$ cat src/rtl/hex_display_pkg.sv
// ----------------------------------------------------------------------------
// hex_display_pkg
// Shared types and constants for the multiplexed hex display scanner.
//   state_e   : scanner FSM states (IDLE, ON, GAP)
//   NIBBLE_W  : bits per displayed hex digit
//   DIGIT_OFF : all-ones digit select (every active-low enable released);
//               slice the low NUM_DIGITS bits for a given display width
// ----------------------------------------------------------------------------
package hex_display_pkg;

  localparam int NIBBLE_W = 4;

  // Widest supported display is 8 digits.
  localparam logic [7:0] DIGIT_OFF = 8'hFF;

  typedef enum logic [1:0] {
    ST_IDLE = 2'd0,
    ST_ON   = 2'd1,
    ST_GAP  = 2'd2
  } state_e;

endpackage

$ cat src/rtl/hex_display_phase_timer.sv
// ----------------------------------------------------------------------------
// hex_display_phase_timer
// Loadable down-counter that times the ON and GAP phases of the scanner.
// Loading value N-1 makes the phase last N cycles: tc_o is high in the
// final cycle of the phase (count == 0).
// Ports:
//   clk        in   system clock
//   rst_n      in   asynchronous active-low reset (count -> 0)
//   load_i     in   load load_val_i on the next edge (takes priority)
//   load_val_i in   value to load
//   tc_o       out  current count is zero (last cycle of the phase)
//   tc_next_o  out  count will be zero after the next edge
// ----------------------------------------------------------------------------
module hex_display_phase_timer #(
  parameter int CNT_W = 4
) (
  input  logic             clk,
  input  logic             rst_n,
  input  logic             load_i,
  input  logic [CNT_W-1:0] load_val_i,
  output logic             tc_o,
  output logic             tc_next_o
);

  logic [CNT_W-1:0] cnt_q;
  logic [CNT_W-1:0] cnt_d;

  // Next count: load wins, otherwise count down and stop at zero.
  always_comb begin
    cnt_d = cnt_q;
    if (load_i) begin
      cnt_d = load_val_i;
    end else if (cnt_q != {CNT_W{1'b0}}) begin
      cnt_d = cnt_q - {{(CNT_W-1){1'b0}}, 1'b1};
    end else begin
      cnt_d = cnt_q;
    end
  end

  // Count register.
  always_ff @(posedge clk or negedge rst_n) begin
    if (!rst_n) begin
      cnt_q <= {CNT_W{1'b0}};
    end else begin
      cnt_q <= cnt_d;
    end
  end

  assign tc_o      = (cnt_q == {CNT_W{1'b0}});
  assign tc_next_o = (cnt_d == {CNT_W{1'b0}});

endmodule

$ cat src/rtl/hex_display_scanner.sv
// ----------------------------------------------------------------------------
// hex_display_scanner
// Time-multiplexes a NUM_DIGITS-nibble value onto one seven-segment decoder.
// Each digit is lit for CLK_DIV cycles, followed by GAP_CYCLES cycles with
// every digit off (anti-ghosting). Values arrive over valid/ready; outside
// IDLE they wait in a one-entry pending buffer and are copied into the
// displayed (shadow) register only at frame end, so a frame never tears.
//
// Parameters:
//   NUM_DIGITS  number of digits (1..8)
//   CLK_DIV     ON-phase length in cycles (>= 2)
//   GAP_CYCLES  blank-gap length in cycles (>= 1)
//
// Ports:
//   clk         in   system clock
//   reset_n     in   asynchronous active-low reset
//   value_in    in   value to display, nibble 0 = rightmost digit
//   load_valid  in   value_in is valid
//   load_ready  out  block can accept a value
//   digit_out   out  nibble to the seven-segment decoder
//   digit_sel   out  active-low digit enables (one-hot-low or all ones)
//   blank_out   out  1 = decoder output must be forced off
//   frame_done  out  one-cycle pulse in the last gap cycle of the last digit
//
// Build option:
//   HEX_DISPLAY_LEAD_ZERO_BLANK_EN  when defined, digits above the most
//   significant nonzero nibble are blanked during ON (digit 0 always shown).
// ----------------------------------------------------------------------------
module hex_display_scanner
  import hex_display_pkg::*;
#(
  parameter int NUM_DIGITS = 4,
  parameter int CLK_DIV    = 50000,
  parameter int GAP_CYCLES = 16
) (
  input  logic                           clk,
  input  logic                           reset_n,
  input  logic [NIBBLE_W*NUM_DIGITS-1:0] value_in,
  input  logic                           load_valid,
  output logic                           load_ready,
  output logic [NIBBLE_W-1:0]            digit_out,
  output logic [NUM_DIGITS-1:0]          digit_sel,
  output logic                           blank_out,
  output logic                           frame_done
);

  localparam int VAL_W     = NIBBLE_W * NUM_DIGITS;
  localparam int MAX_PHASE = (CLK_DIV > GAP_CYCLES) ? CLK_DIV : GAP_CYCLES;
  localparam int CNT_W     = $clog2(MAX_PHASE + 1);
  localparam int IDX_W     = (NUM_DIGITS > 1) ? $clog2(NUM_DIGITS) : 1;

  localparam logic [CNT_W-1:0] ON_LOAD  = CNT_W'(CLK_DIV - 1);
  localparam logic [CNT_W-1:0] GAP_LOAD = CNT_W'(GAP_CYCLES - 1);
  localparam logic [IDX_W-1:0] LAST_IDX = IDX_W'(NUM_DIGITS - 1);

  // FSM and datapath state
  state_e                state_q, state_d;
  logic [IDX_W-1:0]      idx_q, idx_d;
  logic [VAL_W-1:0]      shadow_q, shadow_d;
  logic [VAL_W-1:0]      pending_q, pending_d;
  logic                  pending_full_q, pending_full_d;

  // Registered outputs
  logic [NUM_DIGITS-1:0] digit_sel_q, digit_sel_d;
  logic [NIBBLE_W-1:0]   digit_out_q, digit_out_d;
  logic                  blank_q, blank_d;
  logic                  load_ready_q, load_ready_d;
  logic                  frame_done_q, frame_done_d;

  // Timer hookup and control strobes
  logic                  tmr_load_s;
  logic [CNT_W-1:0]      tmr_val_s;
  logic                  tmr_tc_s;
  logic                  tmr_tc_next_s;
  logic                  xfer_s;
  logic                  frame_end_s;

  assign xfer_s = load_valid && load_ready_q;

  hex_display_phase_timer #(
    .CNT_W (CNT_W)
  ) u_timer (
    .clk        (clk),
    .rst_n      (reset_n),
    .load_i     (tmr_load_s),
    .load_val_i (tmr_val_s),
    .tc_o       (tmr_tc_s),
    .tc_next_o  (tmr_tc_next_s)
  );

`ifdef HEX_DISPLAY_LEAD_ZERO_BLANK_EN
  // Index of the most significant nonzero nibble; 0 for an all-zero value,
  // so a zero value still shows a single "0" on digit 0.
  function automatic logic [IDX_W-1:0] msd_index(input logic [VAL_W-1:0] v);
    msd_index = {IDX_W{1'b0}};
    for (int i = 0; i < NUM_DIGITS; i++) begin
      if (v[NIBBLE_W*i +: NIBBLE_W] != {NIBBLE_W{1'b0}}) begin
        msd_index = IDX_W'(i);
      end
    end
  endfunction
`endif

  // Scanner FSM: next state, digit index and phase-timer loads.
  always_comb begin
    state_d     = state_q;
    idx_d       = idx_q;
    tmr_load_s  = 1'b0;
    tmr_val_s   = {CNT_W{1'b0}};
    frame_end_s = 1'b0;
    case (state_q)
      ST_IDLE: begin
        // Keep the counter cleared while idle; a transfer starts digit 0.
        tmr_load_s = 1'b1;
        if (xfer_s) begin
          state_d   = ST_ON;
          idx_d     = {IDX_W{1'b0}};
          tmr_val_s = ON_LOAD;
        end else begin
          tmr_val_s = {CNT_W{1'b0}};
        end
      end
      ST_ON: begin
        if (tmr_tc_s) begin
          state_d    = ST_GAP;
          tmr_load_s = 1'b1;
          tmr_val_s  = GAP_LOAD;
        end else begin
          state_d = ST_ON;
        end
      end
      ST_GAP: begin
        if (tmr_tc_s) begin
          state_d    = ST_ON;
          tmr_load_s = 1'b1;
          tmr_val_s  = ON_LOAD;
          if (idx_q == LAST_IDX) begin
            idx_d       = {IDX_W{1'b0}};
            frame_end_s = 1'b1;
          end else begin
            idx_d = idx_q + {{(IDX_W-1){1'b0}}, 1'b1};
          end
        end else begin
          state_d = ST_GAP;
        end
      end
      default: begin
        state_d = ST_IDLE;
        idx_d   = {IDX_W{1'b0}};
      end
    endcase
  end

  // Shadow/pending buffer. In IDLE a transfer goes straight to shadow;
  // otherwise it parks in pending until the frame end. A frame end with
  // pending full cannot coincide with a transfer (ready is low then).
  always_comb begin
    shadow_d       = shadow_q;
    pending_d      = pending_q;
    pending_full_d = pending_full_q;
    if (state_q == ST_IDLE) begin
      if (xfer_s) begin
        shadow_d = value_in;
      end else begin
        shadow_d = shadow_q;
      end
    end else begin
      if (frame_end_s && pending_full_q) begin
        shadow_d       = pending_q;
        pending_full_d = 1'b0;
      end else begin
        shadow_d = shadow_q;
      end
      if (xfer_s) begin
        pending_d      = value_in;
        pending_full_d = 1'b1;
      end else begin
        pending_d = pending_q;
      end
    end
  end

  // Output values for the next cycle, derived from the next state so that
  // the registered outputs line up with the FSM state register.
  always_comb begin
    digit_sel_d = DIGIT_OFF[NUM_DIGITS-1:0];
    digit_out_d = digit_out_q;
    blank_d     = 1'b1;
    if (state_d == ST_ON) begin
      for (int i = 0; i < NUM_DIGITS; i++) begin
        digit_sel_d[i] = (idx_d != IDX_W'(i));
      end
      digit_out_d = shadow_d[NIBBLE_W*idx_d +: NIBBLE_W];
`ifdef HEX_DISPLAY_LEAD_ZERO_BLANK_EN
      blank_d = (idx_d > msd_index(shadow_d));
`else
      blank_d = 1'b0;
`endif
    end else begin
      // GAP/IDLE: all digits off, decoder forced dark, nibble holds.
      digit_sel_d = DIGIT_OFF[NUM_DIGITS-1:0];
      digit_out_d = digit_out_q;
      blank_d     = 1'b1;
    end
    // frame_done marks the final gap cycle of the last digit.
    frame_done_d = (state_d == ST_GAP) && (idx_d == LAST_IDX) && tmr_tc_next_s;
    if (state_d == ST_IDLE) begin
      load_ready_d = 1'b1;
    end else begin
      load_ready_d = !pending_full_d;
    end
  end

  // State, buffer and output registers.
  always_ff @(posedge clk or negedge reset_n) begin
    if (!reset_n) begin
      state_q        <= ST_IDLE;
      idx_q          <= {IDX_W{1'b0}};
      shadow_q       <= {VAL_W{1'b0}};
      pending_q      <= {VAL_W{1'b0}};
      pending_full_q <= 1'b0;
      digit_sel_q    <= DIGIT_OFF[NUM_DIGITS-1:0];
      digit_out_q    <= {NIBBLE_W{1'b0}};
      blank_q        <= 1'b1;
      load_ready_q   <= 1'b1;
      frame_done_q   <= 1'b0;
    end else begin
      state_q        <= state_d;
      idx_q          <= idx_d;
      shadow_q       <= shadow_d;
      pending_q      <= pending_d;
      pending_full_q <= pending_full_d;
      digit_sel_q    <= digit_sel_d;
      digit_out_q    <= digit_out_d;
      blank_q        <= blank_d;
      load_ready_q   <= load_ready_d;
      frame_done_q   <= frame_done_d;
    end
  end

  assign digit_sel  = digit_sel_q;
  assign digit_out  = digit_out_q;
  assign blank_out  = blank_q;
  assign load_ready = load_ready_q;
  assign frame_done = frame_done_q;

endmodule

$ cat config.mk
export PLATFORM = sky130hd
export DESIGN_NAME = hex_display_scanner
export DESIGN_NICKNAME = d
export VERILOG_FILES = /design/src/rtl/hex_display_pkg.sv /design/src/rtl/hex_display_phase_timer.sv /design/src/rtl/hex_display_scanner.sv
export SDC_FILE = /design/constraint.sdc
export NUM_CORES = 1
export LEC_CHECK = 0
export CAP_MARGIN = 5
export CELL_PAD_IN_SITES_DETAIL_PLACEMENT = 0
export CELL_PAD_IN_SITES_GLOBAL_PLACEMENT = 1
export CORE_ASPECT_RATIO = 0.6
export CORE_UTILIZATION = 51
export CTS_BUF_LIST = sky130_fd_sc_hd__clkbuf_4
export CTS_CLUSTER_DIAMETER = 60
export CTS_CLUSTER_SIZE = 28
export DETAILED_ROUTE_END_ITERATION = 8
export GPL_ROUTABILITY_DRIVEN = 0
export PLACE_DENSITY = 0.94
export SYNTH_ARGS = -nofsm -noshare
export SYNTH_HDL_FRONTEND = slang
export SYNTH_SLANG_ARGS = --single-unit
$ cat constraint.sdc
create_clock -name clk -period 4.5 [get_ports clk]
set_input_delay 0.675 -clock clk [delete_from_list [all_inputs] [get_ports clk]]
set_output_delay 0.675 -clock clk [all_outputs]
set_load 0.03 [all_outputs]
=== Word level (Yosys, flattened, before mapping) ===
Index checks and enable logic that the tools add are counted.

* Output and inout port bits: 11
* Word-level logic and storage cells: 65
* Input bits: 19
* Register bits after elaboration: 64

* Reductions and logical operators: 13
* Add/sub/neg operators: 2
* Multiplexer cells: 28
* Equal/unequal tests: 9
* Shift operators: 1
* Bitwise gates (word level): 1

{| class="wikitable"
|+ Operators with widths
! operator !! count
|-
| $mux 16 || 7
|-
| $pmux 16 s3 || 1
|-
| $logic_not 16->1 || 2
|-
| $reduce_bool 16->1 || 1
|-
| $shiftx 16x5->4 || 1
|-
| $sub 16x1->16 const B || 1
|-
| $mux 2 || 6
|-
| $pmux 2 s3 || 2
|-
| $mux 1 || 9
|-
| $eq 2x2->1 const B || 4
|-
| $mux 4 || 2
|-
| $eq 2x1->1 const B || 2
|-
| $logic_and 1x1->1 || 4
|-
| $logic_not 2->1 || 2
|-
| $ne 2x2->1 const B || 2
|-
| $add 2x1->2 const B || 1
|-
| $ne 2x1->1 const B || 1
|-
| $pmux 1 s2 || 1
|-
| $reduce_and 2->1 || 1
|-
| $reduce_bool 2->1 || 1
|-
| $reduce_or 2->1 || 1
|-
| $logic_not 1->1 || 1
|-
| $not 1->1 || 1
|}

=== Depth between registers and ports, before layout ===
Gate-level depths: netlist of the first run.

* Word-level depth: 10
* Depth in mapped cells: 11
* Mapped depth without buffers: 8

=== Hierarchy ===
Synthesis of the first run repeated with hierarchy kept, for this count alone.

* Cell total of the unflattened synthesis: 320
* Area total of the unflattened synthesis: 3574.7 um^2

{| class="wikitable"
|+ By module, submodules not included
! module !! sequential area each (um^2) !! times used !! area each (um^2) !! cells each
|-
| hex_display_scanner || 1208.7 || 1 || 2522.4 || 205
|-
| hex_display_phase_timer || 400.4 || 1 || 1052.3 || 115
|}

=== Worst setup path before layout of the first run ===
No wires, ideal clock.

* Path type: flip-flop to flip-flop
* From: reg u_timer.cnt_q[0]
* To: reg frame_done_q (netlist: frame_done)
* Required time: 4404 ps
* Path buffers: 2
* Period minus slack after synthesis: 2333 ps
* Setup slack: 2167 ps
* Stages on the path, launching flop included: 11
* Arrival: 2237 ps
* Library setup time: 96 ps
* Cell sequence: dfrtp_1 -> inv_1 -> ha_1 -> nor3b_2 -> and4_4 -> buf_6 -> buf_8 -> nand3_1 -> a2111oi_2 -> nand4_1 -> nor4_2

* Word-level cells in the longest chain between the ends: 6
* Elaborated cells on any way between the ends: 20
* Those cells by class: add/sub (1); eq/ne (2); mux (12); reduce/logical (5)

{| class="wikitable"
|+ RTL lines
! element !! RTL line !! text
|-
| start, declared || hex_display_phase_timer.sv:25 || <nowiki>logic [CNT_W-1:0] cnt_q;</nowiki>
|-
| start signal, assigned || hex_display_phase_timer.sv:43 || <nowiki>cnt_q <= {CNT_W{1'b0}};</nowiki>
|-
| start signal, assigned || hex_display_phase_timer.sv:45 || <nowiki>cnt_q <= cnt_d;</nowiki>
|-
| parallel branches: the longest is 5 deep, another holds $sub 16x1->16 || -- ||
|-
| $logic_and 1x1->1 * || hex_display_scanner.sv:206 || <nowiki>frame_done_d = (state_d == ST_GAP) && (idx_d == LAST_IDX) && tmr_tc_next_s;</nowiki>
|-
| named net frame_done_d || hex_display_scanner.sv:68 || <nowiki>logic frame_done_q, frame_done_d;</nowiki>
|-
| end signal, assigned || hex_display_scanner.sv:237 || <nowiki>frame_done_q <= frame_done_d;</nowiki>
|-
| end, declared || hex_display_scanner.sv:68 ||
|}

Mark *: on every way through the listed nets, which the timed path passes.
A chain may end at the register's enable or synchronous reset.

=== Final worst setup path of the first run ===
* From: reg u_timer.cnt_q[0]
* To: reg digit_out_q[2] (netlist: digit_out[2])

* Word-level cells in the longest chain between the ends: 7
* Elaborated cells on any way between the ends: 13
* Those cells by class: eq/ne (1); shift (1); mux (9); reduce/logical (2)

{| class="wikitable"
|+ RTL lines
! element !! RTL line !! text
|-
| $logic_not 16->1 || hex_display_phase_timer.sv:49 || <nowiki>assign tc_o = (cnt_q == {CNT_W{1'b0}});</nowiki>
|-
| $mux 1 || hex_display_scanner.sv:133 || <nowiki>if (tmr_tc_s) begin</nowiki>
|-
| $mux 1 || hex_display_scanner.sv:111 || <nowiki>case (state_q)</nowiki>
|-
| $logic_and 1x1->1 || hex_display_scanner.sv:168 || <nowiki>if (frame_end_s && pending_full_q) begin</nowiki>
|-
| $mux 16 || hex_display_scanner.sv:168 ||
|-
| $mux 16 || hex_display_scanner.sv:161 || <nowiki>if (state_q == ST_IDLE) begin</nowiki>
|-
| named net shadow_d[10] || hex_display_scanner.sv:59 || <nowiki>logic [VAL_W-1:0] shadow_q, shadow_d;</nowiki>
|-
| $shiftx 16x5->4 || hex_display_scanner.sv:193 || <nowiki>digit_out_d = shadow_d[NIBBLE_W*idx_d +: NIBBLE_W];</nowiki>
|-
| end signal, assigned || hex_display_scanner.sv:223 || <nowiki>digit_out_q <= {NIBBLE_W{1'b0}};</nowiki>
|-
| end signal, assigned || hex_display_scanner.sv:234 || <nowiki>digit_out_q <= digit_out_d;</nowiki>
|-
| end, declared || hex_display_scanner.sv:65 || <nowiki>logic [NIBBLE_W-1:0] digit_out_q, digit_out_d;</nowiki>
|}

The timed path passes the listed nets, and every way through them passes these cells.

==> results.yml, run 1 <==
outcome:
  run_status: "complete, no violations"
sta:
  final_min_period_over_clock_period_pct: 70.6
  setup_viol: 0
  achievable-frequency_ghz: 0.315
  rsz0062_at_grt: "false"
  smallest_hold_slack_ns: 0.375
  hold_violations: 0
  period_needed_ns: 3.18
  setup_ws_ns: 1.32
  slew-limit-headroom_pct: 37.2
  setup_tns_ns: 0
  timing.clock.skew_ns: 0.0168
  tightest_slew_ns: 0.939
  slew_viol_final: 0
worst_setup_path:
  critPathRequiredTime_ns: 4.78
  worstPathCellList: "inv_1 -> ha_1 -> nor3b_2 -> nand4_2 -> nor3_2 -> o21ai_0 -> a2111oi_0 -> a221oi_1"
  path_max_fanout: 15
  critical_path_buffer_and_inverter_count: 1
  critical_path_start_type: "flip-flop"
  cp_slowest_stage_delay_ns: 0.65
  crit_slowest_cell: "sky130_fd_sc_hd__nor3_2"
  setup.worst_path.class: "flip-flop to flip-flop"
  critical_path_arrival_ns: 3.46
  endpoint_kind_of_the_worst_setup_timing_path: "flip-flop"
  top_cell_family_by_delay_on_the_critical_path: "simple AND/OR/NAND/NOR gates"
clock_tree:
  cts.repair.resized: 0
  post-cts-setup-buffer-count: 0
  insertion_delay_ns: 0.43
  clkSlewWorstSetupHoldPaths_ns: 0.11
  cts_tree: "done"
  postCtsHoldBufs: 0
  cts-root-to-sink-buffers: 2
  tritoncts.num_buffers: 9
  h_tree_depth_reported_by_cts: 3
  root_buffer: "sky130_fd_sc_hd__clkbuf_4"
  cts.sinks: 64
power_and_ir_drop:
  combinational_fraction_of_design_power_pct: 46.5
  internal_power_mw: 1.50
  leakage_nw: 1.72
  power_total_mw: 2.58
  total_switching_power_mw: 1.08
  vdd_ir_drop_max_mv: 0.263
  power.clock.fraction_pct: 14.8
  power.switching_fraction_pct: 41.9
  share_of_total_power_in_sequential_cells_pct: 38.7
  p_per_area_nw_per_um2: 647
floorplan:
  num_rows: 23
  die_x_um: 109
  area_enclosed_by_the_die_boundary_um2: 7270
  die_height_um: 66.5
  top_level_ports: 30
  effective_utilization_at_floorplan_pct: 52.9
  fp.coreArea_um2: 6680
grt:
  globalRoute.totalOverflow: 0
  via_count_of_the_first_global_routing_pass: 2451
  track_usage_pct: 25.4
  grt_start_max_net_pins: 65
  grt_pass1_wl_um: 13400
  number_of_antenna_violations_at_the_first_check_in_global_routing: 0
synthesis:
  post_synthesis_cell_count: 330
  synth.yosys.seq_area_share_pct: 45.6
  yosysUniqueCellTypes: 64
  postSynth.topFlopCell: "sky130_fd_sc_hd__dfrtp_1"
  syn_avg_cell_area_um2: 10.7
  count_of_flip_flops_with_a_built_in_enable_after_synthesis: 0
  async_flop_share_pct: 100
  yosysWarnings: 0
  postSynthNetCount: 356
  synth-seq-cells: 64
  syn_area_um2: 3530
finish:
  area.growth.synth_to_final_pct: 12.9
  count_of_non_filler_cells_in_the_finished_layout: 448
  antenna-diode-count: 0
  finish.utilization_pct: 59.7
  post_route_cells_drive_above_1_share_pct: 16.3
  nets: 382
  finalInstanceArea_um2: 3990
drt:
  route.vias.total: 2882
  detail-route-antenna-nets: 0
  routed_wl_um: 8430
  drc: 0
  first_pass_iters: 5
  wire_per_inst_um: 18.8
  detailedRoute.firstIterationViolations: 293
  via_per_inst: 6.43
place:
  io_buffers: 29
  dp_cells: 432
  placed_area_um2: 3850
  detailedPlace.worstSlack_ns: 1.29
  detailedPlacementHpwl_um: 5790
hold_path:
  class_of_the_most_critical_hold_timing_path: "primary input to async pin"
job:
  max-cap-violations: 0
-- final timing paths --
check,startpoint,end,slack [ns],cells after the start
worst max-delay path,u_timer.cnt_q[0]$_DFF_PN0_,digit_out[2]$_DFFE_PN0N_,1.32,8
worst min-delay path,reset_n,pending_q[13]$_DFFE_PN0P_,0.38,2
worst max register to register,u_timer.cnt_q[0]$_DFF_PN0_,digit_out[2]$_DFFE_PN0N_,1.32,8
worst min register to register,digit_out[0]$_DFFE_PN0N_,digit_out[0]$_DFFE_PN0N_,0.50,2
max in group asynchronous,reset_n,u_timer.cnt_q[11]$_DFF_PN0_,3.56,2
min in group clk,digit_out[0]$_DFFE_PN0N_,digit_out[0]$_DFFE_PN0N_,0.50,2
-- layer usage --
metal / vias to the layer above / part of all wire, % / global-route usage, %
li1: 1324 / - / -
met1: 1417 / 51 / 41.3
met2: 134 / 39 / 30.0
met3: 7 / 8.8 / 9.59
met4: 0 / 0.68 / 5.83
met5: - / 0 / 0
-- final cells by class --
cell class                 instances  area (µm²)
fill                             537        2690
multi-input combinational        235        1780
sequential                        64        1610
timing repair buffer              32         308
tap                               87         109
clock buffer                       9        67.6
clock inverter                     7        62.6
inverter                          14        52.6
-- synthesized netlist by cell type, types with 7 or more instances --
library cell               number  area share (%)
sky130_fd_sc_hd__dfrtp_1       58              41
sky130_fd_sc_hd__nand2_1       16             1.7
sky130_fd_sc_hd__nand4_1       16             2.8
sky130_fd_sc_hd__nor3_1         9             1.3
sky130_fd_sc_hd__mux2_2        16             5.1
sky130_fd_sc_hd__ha_1           7             2.5
sky130_fd_sc_hd__nand3_1        8             1.1
sky130_fd_sc_hd__mux2i_1       19             5.4
sky130_fd_sc_hd__clkbuf_1      12             1.3
sky130_fd_sc_hd__inv_1         14             1.5
sky130_fd_sc_hd__nor2_1        16             1.7
sky130_fd_sc_hd__a31oi_1        7             1.2
sky130_fd_sc_hd__o21ai_0       24             3.4
-- cells by family after synthesis --
logic type | share of synthesized area (%)
muxes | 10.5
DFF | 45.6
adders and majority gates | 2.48
buffers and inverters | 4.11
xor gates and xnor gates | 1.49
AOI/OAI and AO/OA | 16.0
and+or+nand+nor | 19.8
-- registers in the layout, summed over array words and instances, names as in the netlist --
register,count
blank_out,1
digit_out,4
digit_sel,4
frame_done,1
idx_q,2
load_ready,1
pending_full_q,1
pending_q,16
shadow_q,16
state_q,2
u_timer.cnt_q,16
-- power by group through the flow --
| stage | Clock, mW | Sequential, mW | Combinational, mW |
|---|---|---|---|
| 2_1_floorplan | 0 | 1.00 | 0.857 |
| 3_3_place_gp | 0 | 0.994 | 1.16 |
| 3_5_place_dp | 0 | 1.00 | 1.18 |
| 4_1_cts | 0.390 | 0.994 | 1.18 |
| 5_1_grt | 0.420 | 1.03 | 1.32 |
| 6_report | 0.381 | 0.997 | 1.20 |
-- layout by cell type (no fill, tap or decap), drive strengths merged, types with 7 or more instances in the layout --
master / instances
dfrtp: 58
clkbuf: 9
ha: 7
mux2i: 19
nand4: 17
nand2: 16
nor4: 8
clkdlybuf4s50: 28
nor2: 16
mux2: 16
nand3: 8
o21ai: 24
a31oi: 8
inv: 14
nor3: 10
Power figures use the tool's default switching activity.
==> run 2: changes to the inputs <==
CORE_UTILIZATION = 48   (was 51)
PLACE_DENSITY = 0.9   (was 0.94)
clock period = 3 ns   (was 4.5 ns; I/O delays follow)
==> results.yml, run 2 (synthesis results as in run 1) <==
outcome:
  run_status: "complete, no violations"
finish:
  antenna-diode-count: 0
  most_common_library_cell_in_the_layout_ignoring_fill_and_taps: "sky130_fd_sc_hd__dfrtp_1"
  area.growth.synth_to_final_pct: 17.1
  nets: 398
  post_route_cells_drive_above_1_share_pct: 21.0
  finish.utilization_pct: 60.1
  top_regs: "pending_q x16, shadow_q x16, u_timer.cnt_q x16"
  layout_common_cells: "sky130_fd_sc_hd__dfrtp_1, sky130_fd_sc_hd__clkdlybuf4s50_1, sky130_fd_sc_hd__o21ai_0, sky130_fd_sc_hd__mux2i_1, sky130_fd_sc_hd__buf_4"
drt:
  routed_wl_um: 9150
  drc: 0
  first_pass_iters: 4
  detailedRoute.firstIterationViolations: 243
  via_per_inst: 6.26
  detail-route-antenna-nets: 0
  route.vias.total: 2904
  wire_per_inst_um: 19.7
clock_tree:
  cts_tree: "done"
  postCtsHoldBufs: 0
  root_buffer: "sky130_fd_sc_hd__clkbuf_4"
  cts-root-to-sink-buffers: 2
  tritoncts.num_buffers: 9
  h_tree_depth_reported_by_cts: 3
  insertion_delay_ns: 0.43
  cts.sinks: 64
  clkSlewWorstSetupHoldPaths_ns: 0.13
hold_path:
  class_of_the_most_critical_hold_timing_path: "primary input to async pin"
worst_setup_path:
  top_cell_family_by_delay_on_the_critical_path: "compound AO/OA/AOI/OAI gates"
  setup.worst_path.class: "flip-flop to flip-flop"
  critical_path_start_type: "flip-flop"
  endpoint_kind_of_the_worst_setup_timing_path: "flip-flop"
  critical_path_buffer_and_inverter_count: 2
  cp_slowest_stage_delay_ns: 0.48
  crit_slowest_cell: "sky130_fd_sc_hd__a2111oi_0"
  critical_path.reg2reg.startpoint: "u_timer.cnt_q[0]$_DFF_PN0_"
  critical_path_arrival_ns: 3.11
  worstPathCellList: "inv_1 -> ha_1 -> nor3b_4 -> and4_4 -> buf_4 -> a31oi_1 -> a2bb2oi_1 -> a2111oi_0 -> a221oi_1"
  cp_startpoint: "u_timer.cnt_q[0]$_DFF_PN0_"
  path_max_fanout: 13
  critPathRequiredTime_ns: 3.30
place:
  io_buffers: 29
  detailedPlacementHpwl_um: 6370
sta:
  hold_violations: 0
  smallest_hold_slack_ns: 0.00355
  tightest_slew_ns: 0.693
  setup_viol: 0
  achievable-frequency_ghz: 0.356
  period_needed_ns: 2.81
  final_min_period_over_clock_period_pct: 93.7
  slew_viol_final: 0
  timing.clock.skew_ns: 0.0328
  rsz0062_at_grt: "false"
  slew-limit-headroom_pct: 53.7
  setup_tns_ns: 0
grt:
  globalRoute.totalOverflow: 0
  grt_start_max_net_pins: 27
  number_of_antenna_violations_at_the_first_check_in_global_routing: 0
  grt_pass1_wl_um: 14200
  via_count_of_the_first_global_routing_pass: 2488
  track_usage_pct: 24.9
job:
  max-cap-violations: 0
floorplan:
  fp.coreArea_um2: 6880
  die_height_um: 68.4
  num_rows: 23
  area_enclosed_by_the_die_boundary_um2: 7710
  effective_utilization_at_floorplan_pct: 51.3
  top_level_ports: 30
  die_x_um: 113
power_and_ir_drop:
  power_total_mw: 3.99
  p_per_area_nw_per_um2: 964
  leakage_nw: 1.79
  vdd_ir_drop_max_mv: 0.465
## run 2: report_power, final
part           leakage (nW)  switching (mW)  internal, mW
logic                 0.945            1.11         0.864
clock network        0.0671           0.323         0.195
registers             0.775           0.268          1.22
total                  1.79            1.70          2.28
## run 2: per-stage QoR
step	worst slack (ns)	instance area (µm²)	cells
final	0.189	4130	464
after global placement	0.251	3970	445
after CTS	0.157	4080	461
after floorplan	0.667	3530	330
after global routing	0.0141	4130	464
after detailed placement	0.175	3970	445
## run 2: what timing repair did
item | 4_1_cts | 5_1_grt
resized for setup | 0 | 6
setup endpoints to repair | 0 | 5
setup buffers | 0 | 2
## run 2: path summary, 6_finish.rpt
path	endpoint	slack (ns)	depth (start not counted)
worst max-delay path	digit_out[2]$_DFFE_PN0N_	0.19	9
worst min-delay path	idx_q[1]$_DFF_PN0_	0.004	1
worst max register to register	digit_out[2]$_DFFE_PN0N_	0.19	9
worst min register to register	pending_q[4]$_DFFE_PN0P_	0.52	1
max in group asynchronous	digit_sel[3]$_DFF_PN1_	2.18	2
min in group clk	pending_q[4]$_DFFE_PN0P_	0.52	1
## run 2: final cells by class
class / count / area (µm²)
fillers: 590 / 2740
multi-input cells: 236 / 1810
flip-flops and latches: 64 / 1610
repair buffers: 47 / 433
well taps: 87 / 109
clock buffers: 12 / 90.1
inverters: 14 / 56.3
clock inverters: 4 / 22.5
## run 2: metal layers
metal	share of wire (%)	wire length, µm	vias up	GRT usage [%]
met5	0	0	-	0
met2	39	3530	114	30.6
met4	0.78	71	0	6.50
met3	7.1	648	7	6.64
li1	-	-	1358	-
met1	54	4900	1425	40.5
==> run 3: changes to the inputs <==
CAP_MARGIN = not set   (was 5)
==> results of run 3 <==
Final layout, timing and power as in run 2 (identical DEF).
